## config.mk

```make
export PLATFORM = sky130hd
export DESIGN_NAME = secuenciador_bloques
export DESIGN_NICKNAME = d
export VERILOG_FILES = /design/src/rtl/secuenciador_bloques_pkg.sv /design/src/rtl/secuenciador_bloques_arbitro_prioridad.sv /design/src/rtl/secuenciador_bloques.sv
export SDC_FILE = /design/constraint.sdc
export NUM_CORES = 1
export LEC_CHECK = 0
export CAP_MARGIN = 30
export CORE_MARGIN = 5
export CORE_UTILIZATION = 30
export DETAILED_ROUTE_END_ITERATION = 16
export GPL_TIMING_DRIVEN = 0
export HOLD_SLACK_MARGIN = 0.1
export SYNTH_ARGS = -nofsm -noshare
export SYNTH_HDL_FRONTEND = slang
export SYNTH_SLANG_ARGS = --single-unit
```

## constraint.sdc

```tcl
create_clock -name clk -period 2.4 [get_ports clk]
set_input_delay 0.48 -clock clk [delete_from_list [all_inputs] [get_ports clk]]
set_output_delay 0.48 -clock clk [all_outputs]
set_load 0.01 [all_outputs]
```

## src/rtl/secuenciador_bloques_pkg.sv

```systemverilog
// Shared types and constants for the RTC bus-transaction sequencer.
// SECUENCIA_TIMER_EN adds the timer request type (indices 9..11).
package secuenciador_bloques_pkg;

    typedef enum logic [1:0] {
        ST_IDLE  = 2'd0,
        ST_START = 2'd1,
        ST_WAIT  = 2'd2,
        ST_DONE  = 2'd3
    } estado_t;

    localparam logic [3:0] IDX_INIT_FIRST   = 4'd0;
    localparam logic [3:0] IDX_FECHA_FIRST  = 4'd3;
    localparam logic [3:0] IDX_HORA_FIRST   = 4'd6;
    localparam logic [3:0] IDX_TIMER_FIRST  = 4'd9;
    localparam logic [3:0] IDX_LAST_LECTURA = 4'd8;
    localparam logic [3:0] IDX_IDLE         = 4'hF;

    // Request types double as bit positions; lower position = higher priority.
    localparam int REQ_INIT    = 0;
    localparam int REQ_HORA    = 1;
    localparam int REQ_FECHA   = 2;
    localparam int REQ_LECTURA = 3;
    localparam int REQ_TIMER   = 4;

`ifdef SECUENCIA_TIMER_EN
    localparam int NUM_REQ = 5;
`else
    localparam int NUM_REQ = 4;
`endif

    typedef struct packed {
        logic [3:0] first;
        logic [3:0] last;
        logic       wr;
    } rango_t;

    function automatic rango_t rango_de(input logic [NUM_REQ-1:0] g);
        rango_t r;
        r = '{first: IDX_IDLE, last: IDX_IDLE, wr: 1'b0};
        if (g[REQ_INIT])
            r = '{first: IDX_INIT_FIRST, last: IDX_INIT_FIRST + 4'd2, wr: 1'b1};
        else if (g[REQ_HORA])
            r = '{first: IDX_HORA_FIRST, last: IDX_HORA_FIRST + 4'd2, wr: 1'b1};
        else if (g[REQ_FECHA])
            r = '{first: IDX_FECHA_FIRST, last: IDX_FECHA_FIRST + 4'd2, wr: 1'b1};
        else if (g[REQ_LECTURA])
            r = '{first: IDX_FECHA_FIRST, last: IDX_LAST_LECTURA, wr: 1'b0};
`ifdef SECUENCIA_TIMER_EN
        else if (g[REQ_TIMER])
            r = '{first: IDX_TIMER_FIRST, last: IDX_TIMER_FIRST + 4'd2, wr: 1'b1};
`endif
        return r;
    endfunction

endpackage

```

## src/rtl/secuenciador_bloques_arbitro_prioridad.sv

```systemverilog
// Pending-request latches with a fixed-priority one-hot grant.
// Width follows NUM_REQ, so the timer bit exists only with SECUENCIA_TIMER_EN.
module arbitro_prioridad
    import secuenciador_bloques_pkg::*;
(
    input  logic               clk,
    input  logic               reset,
    input  logic [NUM_REQ-1:0] req,
    input  logic               take,
    output logic [NUM_REQ-1:0] pending,
    output logic [NUM_REQ-1:0] grant
);

    // A request landing on its own grant edge stays pending (set wins).
    always_ff @(posedge clk) begin
        if (reset)
            pending <= '0;
        else
            pending <= (pending & ~(take ? grant : '0)) | req;
    end

    always_comb begin
        grant = '0;
        for (int i = NUM_REQ - 1; i >= 0; i--) begin
            if (pending[i]) begin
                grant    = '0;
                grant[i] = 1'b1;
            end
        end
    end

endmodule

```

## src/rtl/secuenciador_bloques.sv

```systemverilog
// Arbitrates RTC sequence requests and steps Selec_Mux_DD through each range,
// handshaking every index via bus_start/bus_done with a timeout. Macro: SECUENCIA_TIMER_EN.
module secuenciador_bloques
    import secuenciador_bloques_pkg::*;
#(
    parameter int TIMEOUT_CYC = 255
) (
    input  logic       clk,
    input  logic       reset,
    input  logic       req_init,
    input  logic       req_hora,
    input  logic       req_fecha,
    input  logic       req_lectura,
    input  logic       req_timer,
    input  logic       bus_done,
    output logic [3:0] Selec_Mux_DD,
    output logic       bus_start,
    output logic       bus_wr,
    output logic       busy,
    output logic       fin,
    output logic       error
);

    localparam int CW = $clog2(TIMEOUT_CYC + 1);
    localparam logic [CW-1:0] CNT_LAST = CW'(TIMEOUT_CYC - 1);

    estado_t            estado;
    logic [CW-1:0]      cnt;
    logic [3:0]         idx_last;
    logic [NUM_REQ-1:0] req;
    logic [NUM_REQ-1:0] pending;
    logic [NUM_REQ-1:0] grant;
    logic               take;
    rango_t             rango;

`ifdef SECUENCIA_TIMER_EN
    assign req = {req_timer, req_lectura, req_fecha, req_hora, req_init};
`else
    logic unused_timer;
    assign unused_timer = req_timer;
    assign req = {req_lectura, req_fecha, req_hora, req_init};
`endif

    // While busy is still high in IDLE the outputs are being cleaned up, so no grant yet.
    assign take  = (estado == ST_IDLE) && !busy && (|pending);
    assign rango = rango_de(grant);

    arbitro_prioridad u_arbitro (
        .clk     (clk),
        .reset   (reset),
        .req     (req),
        .take    (take),
        .pending (pending),
        .grant   (grant)
    );

    always_ff @(posedge clk) begin
        if (reset) begin
            estado       <= ST_IDLE;
            Selec_Mux_DD <= IDX_IDLE;
            idx_last     <= IDX_IDLE;
            bus_start    <= 1'b0;
            bus_wr       <= 1'b0;
            busy         <= 1'b0;
            fin          <= 1'b0;
            error        <= 1'b0;
            cnt          <= '0;
        end else begin
            bus_start <= 1'b0;
            fin       <= 1'b0;
            error     <= 1'b0;
            case (estado)
                ST_IDLE: begin
                    if (busy) begin
                        busy         <= 1'b0;
                        Selec_Mux_DD <= IDX_IDLE;
                        bus_wr       <= 1'b0;
                    end else if (take) begin
                        Selec_Mux_DD <= rango.first;
                        idx_last     <= rango.last;
                        bus_wr       <= rango.wr;
                        busy         <= 1'b1;
                        estado       <= ST_START;
                    end
                end
                ST_START: begin
                    bus_start <= 1'b1;
                    cnt       <= '0;
                    estado    <= ST_WAIT;
                end
                ST_WAIT: begin
                    // bus_done on the expiry cycle still counts as success.
                    if (bus_done) begin
                        if (Selec_Mux_DD == idx_last) begin
                            estado <= ST_DONE;
                        end else begin
                            Selec_Mux_DD <= Selec_Mux_DD + 4'd1;
                            estado       <= ST_START;
                        end
                    end else if (cnt == CNT_LAST) begin
                        error  <= 1'b1;
                        estado <= ST_IDLE;
                    end else begin
                        cnt <= cnt + CW'(1);
                    end
                end
                ST_DONE: begin
                    fin    <= 1'b1;
                    estado <= ST_IDLE;
                end
                default: estado <= ST_IDLE;
            endcase
        end
    end

endmodule

```

==> results, run 1 <==
- Counting the fill cells in the layout gives 458.
- The number of synthesized register bits is 26.
- For this block, the routed nets add up to 3.11 mm of wire.
- Setup repair after global routing left no endpoint under its margin.
- In this run the remaining antenna-violating nets after routing total 0.
- The min-delay analysis places its worst path in the category register to register.
- The average instance in the mapped netlist occupies 8.62 um2.
- After synthesis, the share of cell area in mux cells is 0%.
- The beginning of the worst register-to-register path is Selec_Mux_DD[2]$_SDFFE_PP1P_.
- Among all stages on the critical path, the largest delay is contributed by sky130_fd_sc_hd__clkdlybuf4s50_1.
- The path with the worst hold slack has its endpoint at cnt[5]$_SDFFE_PP0P_.
- For this run, asynchronously set or reset flops after synthesis account for 0%.
- The wire length of the first global-routing pass is 5.20 mm.
- Routability-driven placement finished with a final weighted congestion of 0.799.
- Of the total synthesized cell area, the portion taken by full adders, half adders and majority gates is 2.76%.
- The maximum vdd drop is 0.313 mV.
- Counting flops with a built-in enable in the synthesized netlist gives 0.
- The largest net degree at the start of global routing is 14.
- The via count normalized by instance count is 5.50.
- The dominant combinational cell family by area after synthesis is compound AO/OA/AOI/OAI gates.
- CTS placed an instance of sky130_fd_sc_hd__clkbuf_8 at the clock tree root.
- The hold buffer count at cts is 0.
- Before CTS, the worst setup slack after placement is 0.221 ns.
- The total overflow left after global routing is 0.
- The die covers 5980 um2.
- The detailed placer's ending HPWL is 2.18 mm.
- The initial antenna violation count was 0.
- On the critical path the largest part of the delay comes from compound AO/OA/AOI/OAI gates.
- The worst hold path depth is 2.
- The max-slew headroom at the worst pin is 52.3%.
- The first TritonRoute pass finished after 4 iterations.
- The xor-xnor portion of the synthesized cell area is 2.57%.
- The number of port buffers is 14.
- For the worst setup path, the data arrival time is 2.12 ns.
- After technology mapping, the gate count stands at 158.
- The setup slack of the most critical reg-to-reg path is 0.58 ns.
- Among all flip-flop cells after synthesis, the most frequent one is sky130_fd_sc_hd__dfxtp_1.
- In this run the most critical hold path is launched from cnt[5]$_SDFFE_PP0P_.
- The highest fanout seen on the critical path is 8.
- The run finished with clean final reports.
- In this run, the number of DRC markers left after iteration 0 of detailed routing was 98.
- Synthesis produced a netlist with a net count of 169.
- After the flow finishes, the layout carries non-filler instances totaling 227.
- The die height is 77.4 um.
- The basic-gate share of the synthesized area counting and, or, nand and nor cells is 23.1%.
- The largest single stage delay on the critical path is 0.56 ns.
- The total power divided by cell area is 845 nW/um2.
- The clock tree from TritonCTS is built.
- Together, buffers and inverters on the worst path number 1.
- After clock tree synthesis, the clock-pin slew on the worst setup and hold paths is 0.09 ns.
- For this run, the number of Yosys warnings is 0.
- The cell count along the critical path is 5.
- Clock tree synthesis inserted a total of 3 buffers.
- The later-pin clock latency in the skew report is 0.27 ns.
- The via count of the first global-routing pass is 1,102.
- The placed instances occupy a cell area of 1570 um2.
- The detailed-route wire length per cell is 13.7 um.
- The number of cells on the worst reg-to-reg path is 4.
- From synthesis to final layout, the design area changed by 18.1%.
- Across the routed clock network, the largest skew measured is 0.00201 ns.
- The worst setup path is launched from an input pin.
- The final hold violation count is 0.
- The leakage power total is 0.557 nW.
- The number of distinct standard cells referenced by the synthesized netlist is 47.
- Buffers added to address setup during post-CTS repair amount to 0.
- The signal on the critical path passes through clkdlybuf4s50_1 > and2b_2 > a211oi_2 > a311oi_1 > a41oi_1.
- Setup slack closes at 0.480 ns.
- The critical setup path kind is input pin to register.
- The endpoint kind of the worst setup timing path is a register.
- The antenna diode count is 0.
- The final net count is 188.
- Once the floorplan was initialized, standard cells occupied 31.1% of the core.
- The setup total negative slack is 0 ns.
- The timing-limited maximum frequency is 0.521 GHz.
- The number of core rows is 24.
- After routing the design area is 1610 um2.
- Summing the areas of all compound-gate instances in the mapped netlist gives 27.0% of the synthesized area.
- Summing the sequential cell areas from Yosys gives 38.2% of the chip area.
- The die boundary width is 77.4 um.
- The worst path required time is 2.60 ns.
- The final period utilization is 80.0%.
- Max-cap violations in this run came to 0.
- For the pin with the worst max-slew slack, the measured transition is 0.710 ns.
- The overall fraction of global-route tracks in use is 10.5%.
- The worst register-to-register path ends at Selec_Mux_DD[3]$_SDFFE_PP1P_.
- The overall power consumption is 1.36 mW.
- After clock tree synthesis, the repair step resized 0 gates.
- In the routed design, unresolved DRC markers number 0.
- Summing every instance area after synthesis gives 1360 um2.
- The number of placed I/O pins is 17.
- The detailed router placed 1,249 vias in this run.
- The number of setup violations in the final report is 0.
- The worst path in the final design needs a cycle of 1.92 ns, including I/O delays and setup.
- The buffer depth of the longest clock path is 2.
- The max-slew violation count is 0.
- Cells with a size suffix above 1 make up 8.00% of the layout.
- The floorplan core area is 4380 um2.
- The count of clock tree sinks is 26.
- The number of levels the H-tree was split into is 1.
- The number of cells in the design after placement is 224.
## how the worst max path moves through the flow
stage,from,endpoint,slack [ns]
2_1_floorplan,Selec_Mux_DD[2]$_SDFFE_PP1P_,Selec_Mux_DD[3]$_SDFFE_PP1P_,0.70
3_3_place_gp,bus_done,Selec_Mux_DD[3]$_SDFFE_PP1P_,0.21
3_5_place_dp,bus_done,Selec_Mux_DD[3]$_SDFFE_PP1P_,0.22
4_1_cts,bus_done,Selec_Mux_DD[3]$_SDFFE_PP1P_,0.49
5_1_grt,bus_done,Selec_Mux_DD[0]$_SDFFE_PP1P_,0.39
6_report,bus_done,Selec_Mux_DD[3]$_SDFFE_PP1P_,0.48
## cell usage in the layout, fill, tap and decap left out, drive strengths merged, types with 2 or more instances in the layout
master         instances
a2111oi                2
a211oi                 5
a21oi                 12
a311oi                 2
a31oi                  2
a41oi                  2
and3                   3
buf                    4
clkbuf                 6
clkdlybuf4s50         14
dfxtp                 26
ha                     3
inv                   11
nand2                  9
nand2b                 4
nand3                  9
nor2                  14
nor3                   5
nor4                   2
o21ai                  7
o31ai                  4
o32ai                  2
or3                    3
or4                    3
xnor2                  2
xor2                   2
## worst register-to-register path, cell delays in order, from the launching register on
cell and delay [ns]:
sky130_fd_sc_hd__dfxtp_1 0.38, sky130_fd_sc_hd__or3_1 0.41, sky130_fd_sc_hd__a2111o_1 0.52, sky130_fd_sc_hd__a311oi_1 0.30, sky130_fd_sc_hd__a41oi_1 0.07
## synth_stat cells, types with 3 or more instances
library cell | n | area, um2
sky130_fd_sc_hd__buf_4 | 3 | 22.5
sky130_fd_sc_hd__a21oi_1 | 12 | 60.1
sky130_fd_sc_hd__a211oi_1 | 4 | 30.0
sky130_fd_sc_hd__nor3_1 | 5 | 25.0
sky130_fd_sc_hd__and3_1 | 3 | 18.8
sky130_fd_sc_hd__o31ai_1 | 4 | 30.0
sky130_fd_sc_hd__nor2_1 | 14 | 52.6
sky130_fd_sc_hd__nand2_1 | 9 | 33.8
sky130_fd_sc_hd__dfxtp_1 | 26 | 521
sky130_fd_sc_hd__o21ai_0 | 6 | 30.0
sky130_fd_sc_hd__inv_1 | 11 | 41.3
sky130_fd_sc_hd__or4_1 | 3 | 22.5
sky130_fd_sc_hd__clkbuf_1 | 3 | 11.3
sky130_fd_sc_hd__or3_1 | 3 | 18.8
sky130_fd_sc_hd__nand3_1 | 9 | 45.0
sky130_fd_sc_hd__ha_1 | 3 | 37.5
sky130_fd_sc_hd__nand2b_1 | 4 | 25.0
## metal layers
layer | track usage, % | vias up | part of all wire, %
li1 | - | 624 | -
met1 | 14.2 | 591 | 49
met2 | 16.1 | 30 | 44
met3 | 1.74 | 4 | 5.0
met4 | 5.15 | 0 | 1.7
met5 | 0 | - | 0
## per-stage QoR
step | hold slack, ns | util, %
floorplan | 0.461 | -
global placement | 0.482 | 35.7
detailed placement | 0.489 | 35.7
CTS | 0.505 | 36.7
global route | 0.530 | 36.7
finish | 0.500 | 36.7
## area by class of cell
class,instances,area [um2],area share [%]
inverters,11,41.3,2.57
repair buffers,14,140,8.72
multi-input cells,114,754,46.9
plain buffers,7,45.0,2.80
clock buffers,3,41.3,2.57
well taps,52,65.1,4.05
flip-flops and latches,26,520,32.4
## power breakdown
group | internal, mW | switching [mW] | leakage, nW
clock | 0.113 | 0.140 | 0.0216
sequential | 0.500 | 0.0793 | 0.213
combinational | 0.243 | 0.284 | 0.322
## sequential cells by signal (all words and copies together) (netlist names)
name and count:
cnt 8, busy 1, estado 2, Selec_Mux_DD 4, bus_start 1, u_arbitro.pending 4, error 1, fin 1
bus_wr 1, idx_last 3
## cells by family (layout without fill, tap and decap cells)
| logic type | count (synthesis) | in the layout |
|---|---|---|
| fa+ha+maj | 3 | 3 |
| flops | 26 | 26 |
| compound gates | 49 | 49 |
| buf+inv | 18 | 35 |
| xor+xnor | 4 | 4 |
| simple gates | 58 | 58 |
No activity file was read; power rests on OpenSTA's default activity.
==> run 2: changes to the inputs <==
- clock period: 2.4 -> 1.8 ns (I/O delays scaled with it)
==> results, run 2 (same netlist as run 1, synthesis figures left out) <==
- The maximum vdd drop is 0.426 mV.
- The HPWL after detailed placement is 2.18 mm.
- Entering global routing, the biggest net connects 14 pins.
- The flip-flop count of the largest register after layout is 8.
- The largest individual stage delay along the critical path comes from the cell sky130_fd_sc_hd__a2111o_1.
- The number of setup violations in the final report is 0.
- The highest fanout seen on the critical path is 6.
- The min-delay analysis places its worst path in the category input pin to register.
- The smallest hold slack is 0.397 ns.
- The maximum single-stage delay on the critical path is 0.51 ns.
- The floorplan die area is 5980 um2.
- Setup repair after global routing could not meet its margin everywhere.
- The root buffer cell chosen for the clock tree is sky130_fd_sc_hd__clkbuf_8.
- The wire length of the first global-routing pass is 5.24 mm.
- The initial antenna violation count came to 0.
- After detailed routing, the number of remaining DRC violations is 0.
- Counting I/O delays and the setup requirement, the final critical path takes 1.77 ns.
- The number of buffers created by CTS is 3.
- The count of clock tree sinks is 26.
- The buffer depth of the longest clock path is 2.
- The final worst slack is 0.0314 ns.
- The die is 77.4 um wide.
- The via count normalized by instance count is 5.52.
- The pre-antenna-repair detailed-routing pass consisted of 4 iterations.
- The final hold violation count is 0.
- TritonCTS built the clock tree.
- The analysis attributes to cell leakage a power of 0.578 nW.
- The timing-limited maximum frequency is 0.565 GHz.
- The endpoint kind of the worst setup timing path is a register.
- The buffers plus inverters on the worst setup path is 0.
- The count of buffers added on input and output ports is 14.
- In this run the vertical extent of the chip is 77.4 um.
- The worst clock skew is 0.00205 ns.
- Data arrives at the worst endpoint at 1.91 ns.
- The nature of the critical path startpoint is a register.
- In the layout the commonest cells are 23 x sky130_fd_sc_hd__dfxtp_1, 14 x sky130_fd_sc_hd__nor2_1, 14 x sky130_fd_sc_hd__clkdlybuf4s50_1.
- The via count of the first global-routing pass is 1,106.
- The count of antenna-violating nets left after detailed routing is 0.
- The first routing iteration left 70 violations.
- After layout, the worst path uses 98.3% of the clock period.
- At the worst endpoint, the required time is 1.94 ns.
- In the final routed layout, each cell accounts on average for 13.6 um.
- The critical path in this run is classified as register to register.
- In this run the number of H-tree levels came out at 1.
- Max-cap violations in this run came to 0.
- The max-slew violation count is 0.
- The fraction of final layout cells with drive strength greater than 1 is 12.4%.
- Wires add up to 3.13 mm.
- Among cell families on the critical path, the largest total delay comes from compound AO/OA/AOI/OAI gates.
- The final route contains 1,269 vias.
- The final estimated routing congestion in global placement is 0.799.
- The floorplan step defined a core boundary enclosing 4380 um2.
- The number of antenna diodes in the final layout is 0.
- The flow ran to the end, and the final reports show no timing, DRC or antenna violations.
- The number of cells on the worst reg-to-reg path is 4.
- The final net count is 191.
- After clock tree synthesis, the clock-pin slew on the worst setup and hold paths is 0.09 ns.
- Measured against its own limit, the worst slew margin works out to 66.0%.
- The worst hold path was traced through 3 stages.
- The initial core utilization is 31.1%.
- The worst setup timing slack at the placement stage is -0.259 ns.
- Counting buffers and inverters, the worst setup path is 4 cells deep.
- Global routing used 10.5% of the available tracks across all layers.
- For the pin with the worst max-slew slack, the measured transition is 0.507 ns.
- The commonest non-fill, non-tap cell in the layout is sky130_fd_sc_hd__dfxtp_1.
- Global routing finished with a remaining overflow of 0.
- The area growth from synthesis to layout is 22.3%.
- The register with the highest flop count is cnt.
- The signal on the critical path passes through or3_4 > a2111o_1 > a311oi_1 > a41oi_1.
- At the later pin of the worst-skew pair, clock insertion delay measures 0.27 ns.
- For this design, the CTS-stage hold fixing added 0 buffers.
- The number of placed I/O pins is 17.
- In the final layout, the registers with the most flip-flops are cnt x8, Selec_Mux_DD x4, u_arbitro.pending x4.
- For this design the ratio of total power to cell area is 1130 nW/um2.
- The number of core rows is 24.
-- run 2: routing by layer --
layer | vias up | track usage (%) | part of all wire, % | routed length [um]
met1 | 612 | 14.2 | 49 | 1540
met3 | 4 | 1.74 | 4.2 | 132
met2 | 20 | 16.2 | 45 | 1410
met4 | 0 | 5.15 | 1.7 | 53
li1 | 633 | - | - | -
met5 | - | 0 | 0 | 0
-- run 2: repair_timing --
action | 4_1_cts | 5_1_grt
endpoints found under the setup margin | 2 | 5
resized for setup | 1 | 8
pin swaps | 1 | 3
buffers inserted | 0 | 3
-- run 2: through the flow --
step / TNS, ns / total power, mW / cell area [um2] / std cells / utilization (%)
2_1_floorplan: 0 / 1.25 / 1360 / 158 / -
3_3_place_gp: -1.52 / 1.48 / 1570 / 224 / 35.7
3_5_place_dp: -1.55 / 1.48 / 1570 / 224 / 35.7
4_1_cts: 0 / 1.83 / 1610 / 227 / 36.8
5_1_grt: -0.0224 / 2.03 / 1670 / 230 / 38.0
6_report: 0 / 1.88 / 1670 / 230 / 38.0
-- run 2: cell type report --
cell class	instances	area (um2)
Fill cell	455	2720
Multi-Input combinational cell	114	781
Sequential cell	26	529
Timing Repair Buffer	17	163
Tap cell	52	65.1
Buffer	7	45.0
Clock buffer	3	41.3
Inverter	11	41.3
-- run 2: worst paths after layout --
check	from	endpoint	slack [ns]
setup reg to reg	Selec_Mux_DD[0]$_SDFFE_PP1P_	Selec_Mux_DD[3]$_SDFFE_PP1P_	0.03
hold / removal	reset	Selec_Mux_DD[1]$_SDFFE_PP1P_	0.40
setup / recovery	Selec_Mux_DD[0]$_SDFFE_PP1P_	Selec_Mux_DD[3]$_SDFFE_PP1P_	0.03
hold reg to reg	cnt[5]$_SDFFE_PP0P_	cnt[5]$_SDFFE_PP0P_	0.50
-- run 2: worst reg2reg max path: stages (launching register included) --
cell and delay (ns):
sky130_fd_sc_hd__dfxtp_4 0.37, sky130_fd_sc_hd__or3_4 0.38, sky130_fd_sc_hd__a2111o_1 0.51, sky130_fd_sc_hd__a311oi_1 0.30
sky130_fd_sc_hd__a41oi_1 0.07
-- run 2: report_power, final --
part | internal [mW] | switching [mW]
registers | 0.677 | 0.102
logic | 0.364 | 0.407
clock network | 0.150 | 0.184
total | 1.19 | 0.693
==> run 3: changes to the inputs <==
- CORE_MARGIN: 5 -> 3
- clock period: 1.8 -> 2.3 ns (I/O delays scaled with it)
==> results, run 3 (same netlist as run 1, synthesis figures left out) <==
- The die height is 73.4 um.
- The met3 layer usage reported by global route is 2.19%.
- The number of port buffers is 14.
- The clock tree root driver cell is sky130_fd_sc_hd__clkbuf_8.
- The maximum vdd drop is 0.306 mV.
- 0 antenna diodes ended up in the layout.
- For this run, the top clock speed supported by timing is 0.524 GHz.
- The largest registers in the layout are cnt x8, Selec_Mux_DD x4, u_arbitro.pending x4.
- In the routed layout, each cell is associated on average with a via count of 5.44.
- The number of fill cells in the layout is 428.
- The pre-antenna-repair detailed-routing pass consisted of 4 iterations.
- The total power divided by cell area is 887 nW/um2.
- The path category of the worst min-delay check is input pin to register.
- For the worst setup path, the data arrival time is 2.11 ns.
- Dividing the detail-routed wire length by the instance count gives 13.8 um.
- The number of setup buffers added after CTS is 0.
- At the pin with the least slew margin, the transition time is 0.697 ns.
- TritonCTS built the clock tree.
- The clock-pin slew reported for the worst setup and hold paths after clock tree synthesis is 0.09 ns.
- The commonest non-fill, non-tap cell in the layout is sky130_fd_sc_hd__dfxtp_1.
- Pin placement for this block handled 17 I/O pins.
- The detailed placer's ending HPWL is 2.29 mm.
- The count of clock tree sinks is 26.
- The floorplan die area is 5380 um2.
- The setup total negative slack is 0 ns.
- The register with the most flip-flops in the layout has 8 of them.
- The hold buffer count at cts is 0.
- The initial antenna violation count was 0.
- Headroom to the max-slew limit came out at 53.1%.
- The die boundary width is 73.4 um.
- The final net count is 188.
- The area added between synthesis and finish is 17.9%.
- The run finished with clean final reports.
- On the final layout, the worst clock skew is 0.00838 ns.
- The number of core rows is 23.
- The first global-routing pass estimated 5.33 mm of wire.
- The initial utilization of the core area, before any placement, comes to 32.6%.
- The placed instances occupy a cell area of 1560 um2.
- The number of violations reported at the end of detailed-routing iteration 0 is 80.
- Setup repair after global routing left no endpoint under its margin.
- The routed layout has 1,223 vias.
- The nature of the critical path startpoint is an input pin.
- The clock passes through at most 2 buffers.
- The max-slew violation count is 0.
- TritonCTS created 3 clock buffers.
- The highest-utilization routing layer at the global route stage is met2.
- cnt holds more flip-flops than any other register.
- The worst setup path is captured at a register.
- The global-route track usage on met1 is 15.9%.
- The post-route netlist has 8.00% of its cells at a drive strength greater than 1.
- After layout, the design draws a total of 1.42 mW.
- After floorplanning, the core was sized to cover 4170 um2.
- Global routing used 12.6% of the available tracks across all layers.
- The later-pin clock latency in the skew report is 0.28 ns.
- In this run, post-CTS repair resized a total of 0 instances.
- In the layout the commonest cells are 26 x sky130_fd_sc_hd__dfxtp_1, 14 x sky130_fd_sc_hd__nor2_1, 14 x sky130_fd_sc_hd__clkdlybuf4s50_1.
- The final estimated routing congestion in global placement is 0.803.
- The post-layout instance area is 1610 um2.
- The via count of the first global-routing pass is 1,204.
- The final hold violation count is 0.
- The total congestion overflow is 0.
- In this run the worst path has a maximum fanout of 8.
- The final period utilization is 82.9%.
- The number of setup violations in the final report is 0.
- The critical path is of the input pin to register type.
- For met2 alone, demand over resource in global routing was 20.3%.
- CTS built an H-tree with a depth of 1.
- The minimum clock period after layout is 1.91 ns.
- Across the run, the number of max-cap violations was 0.
- For this run, design rule violations remaining after detail routing come to 0.
- The final layout contains routed wiring with a total length of 3.11 mm.
- The largest net degree at the start of global routing is 14.
- For the worst setup path, the data required time is 2.50 ns.
- The leakage power total is 0.557 nW.
- Once detail routing completed, the nets flagged for antenna violations numbered 0.
-- run 3: worst max-delay path, cell delays in order --
cell	delay, ns
sky130_fd_sc_hd__clkdlybuf4s50_1	0.57
sky130_fd_sc_hd__and2b_2	0.26
sky130_fd_sc_hd__a211oi_2	0.44
sky130_fd_sc_hd__a311oi_1	0.18
sky130_fd_sc_hd__a41oi_1	0.20
-- run 3: path summary, 6_finish.rpt --
kind / startpoint / to / slack [ns] / cells past startpoint
max: bus_done / Selec_Mux_DD[2]$_SDFFE_PP1P_ / 0.39 / 5
min: reset / Selec_Mux_DD[1]$_SDFFE_PP1P_ / 0.49 / 3
max reg2reg: Selec_Mux_DD[2]$_SDFFE_PP1P_ / Selec_Mux_DD[2]$_SDFFE_PP1P_ / 0.45 / 4
min reg2reg: cnt[5]$_SDFFE_PP0P_ / cnt[5]$_SDFFE_PP0P_ / 0.50 / 2
-- run 3: metal layers --
layer | up-vias | part of all wire, %
li1 | 623 | -
met1 | 568 | 47
met2 | 25 | 47
met3 | 7 | 3.5
met4 | 0 | 2.5
met5 | - | 0
-- run 3: cell type report --
type	count	area (um2)	area share, %
repair buffers	14	140	8.73
well taps	50	62.6	3.90
flip-flops and latches	26	520	32.4
inverters	11	41.3	2.57
plain buffers	7	45.0	2.81
multi-input cells	114	754	47.0
clock buffers	3	41.3	2.57
-- run 3: power breakdown --
part / leakage [nW] / total [mW] / internal [mW] / switching, mW
combinational: 0.322 / 0.556 / 0.253 / 0.302
clock: 0.0216 / 0.263 / 0.118 / 0.146
sequential: 0.213 / 0.605 / 0.521 / 0.0841
total: 0.557 / 1.42 / 0.892 / 0.532
-- run 3: metrics by stage --
| step | hold slack, ns | cells | util [%] | setup WS [ns] |
|---|---|---|---|---|
| after floorplan | 0.461 | 158 | - | 0.605 |
| after global placement | 0.481 | 222 | 37.5 | 0.185 |
| after detailed placement | 0.480 | 222 | 37.5 | 0.102 |
| after CTS | 0.492 | 225 | 38.5 | 0.388 |
| after global routing | 0.520 | 225 | 38.5 | 0.276 |
| final | 0.493 | 225 | 38.5 | 0.393 |
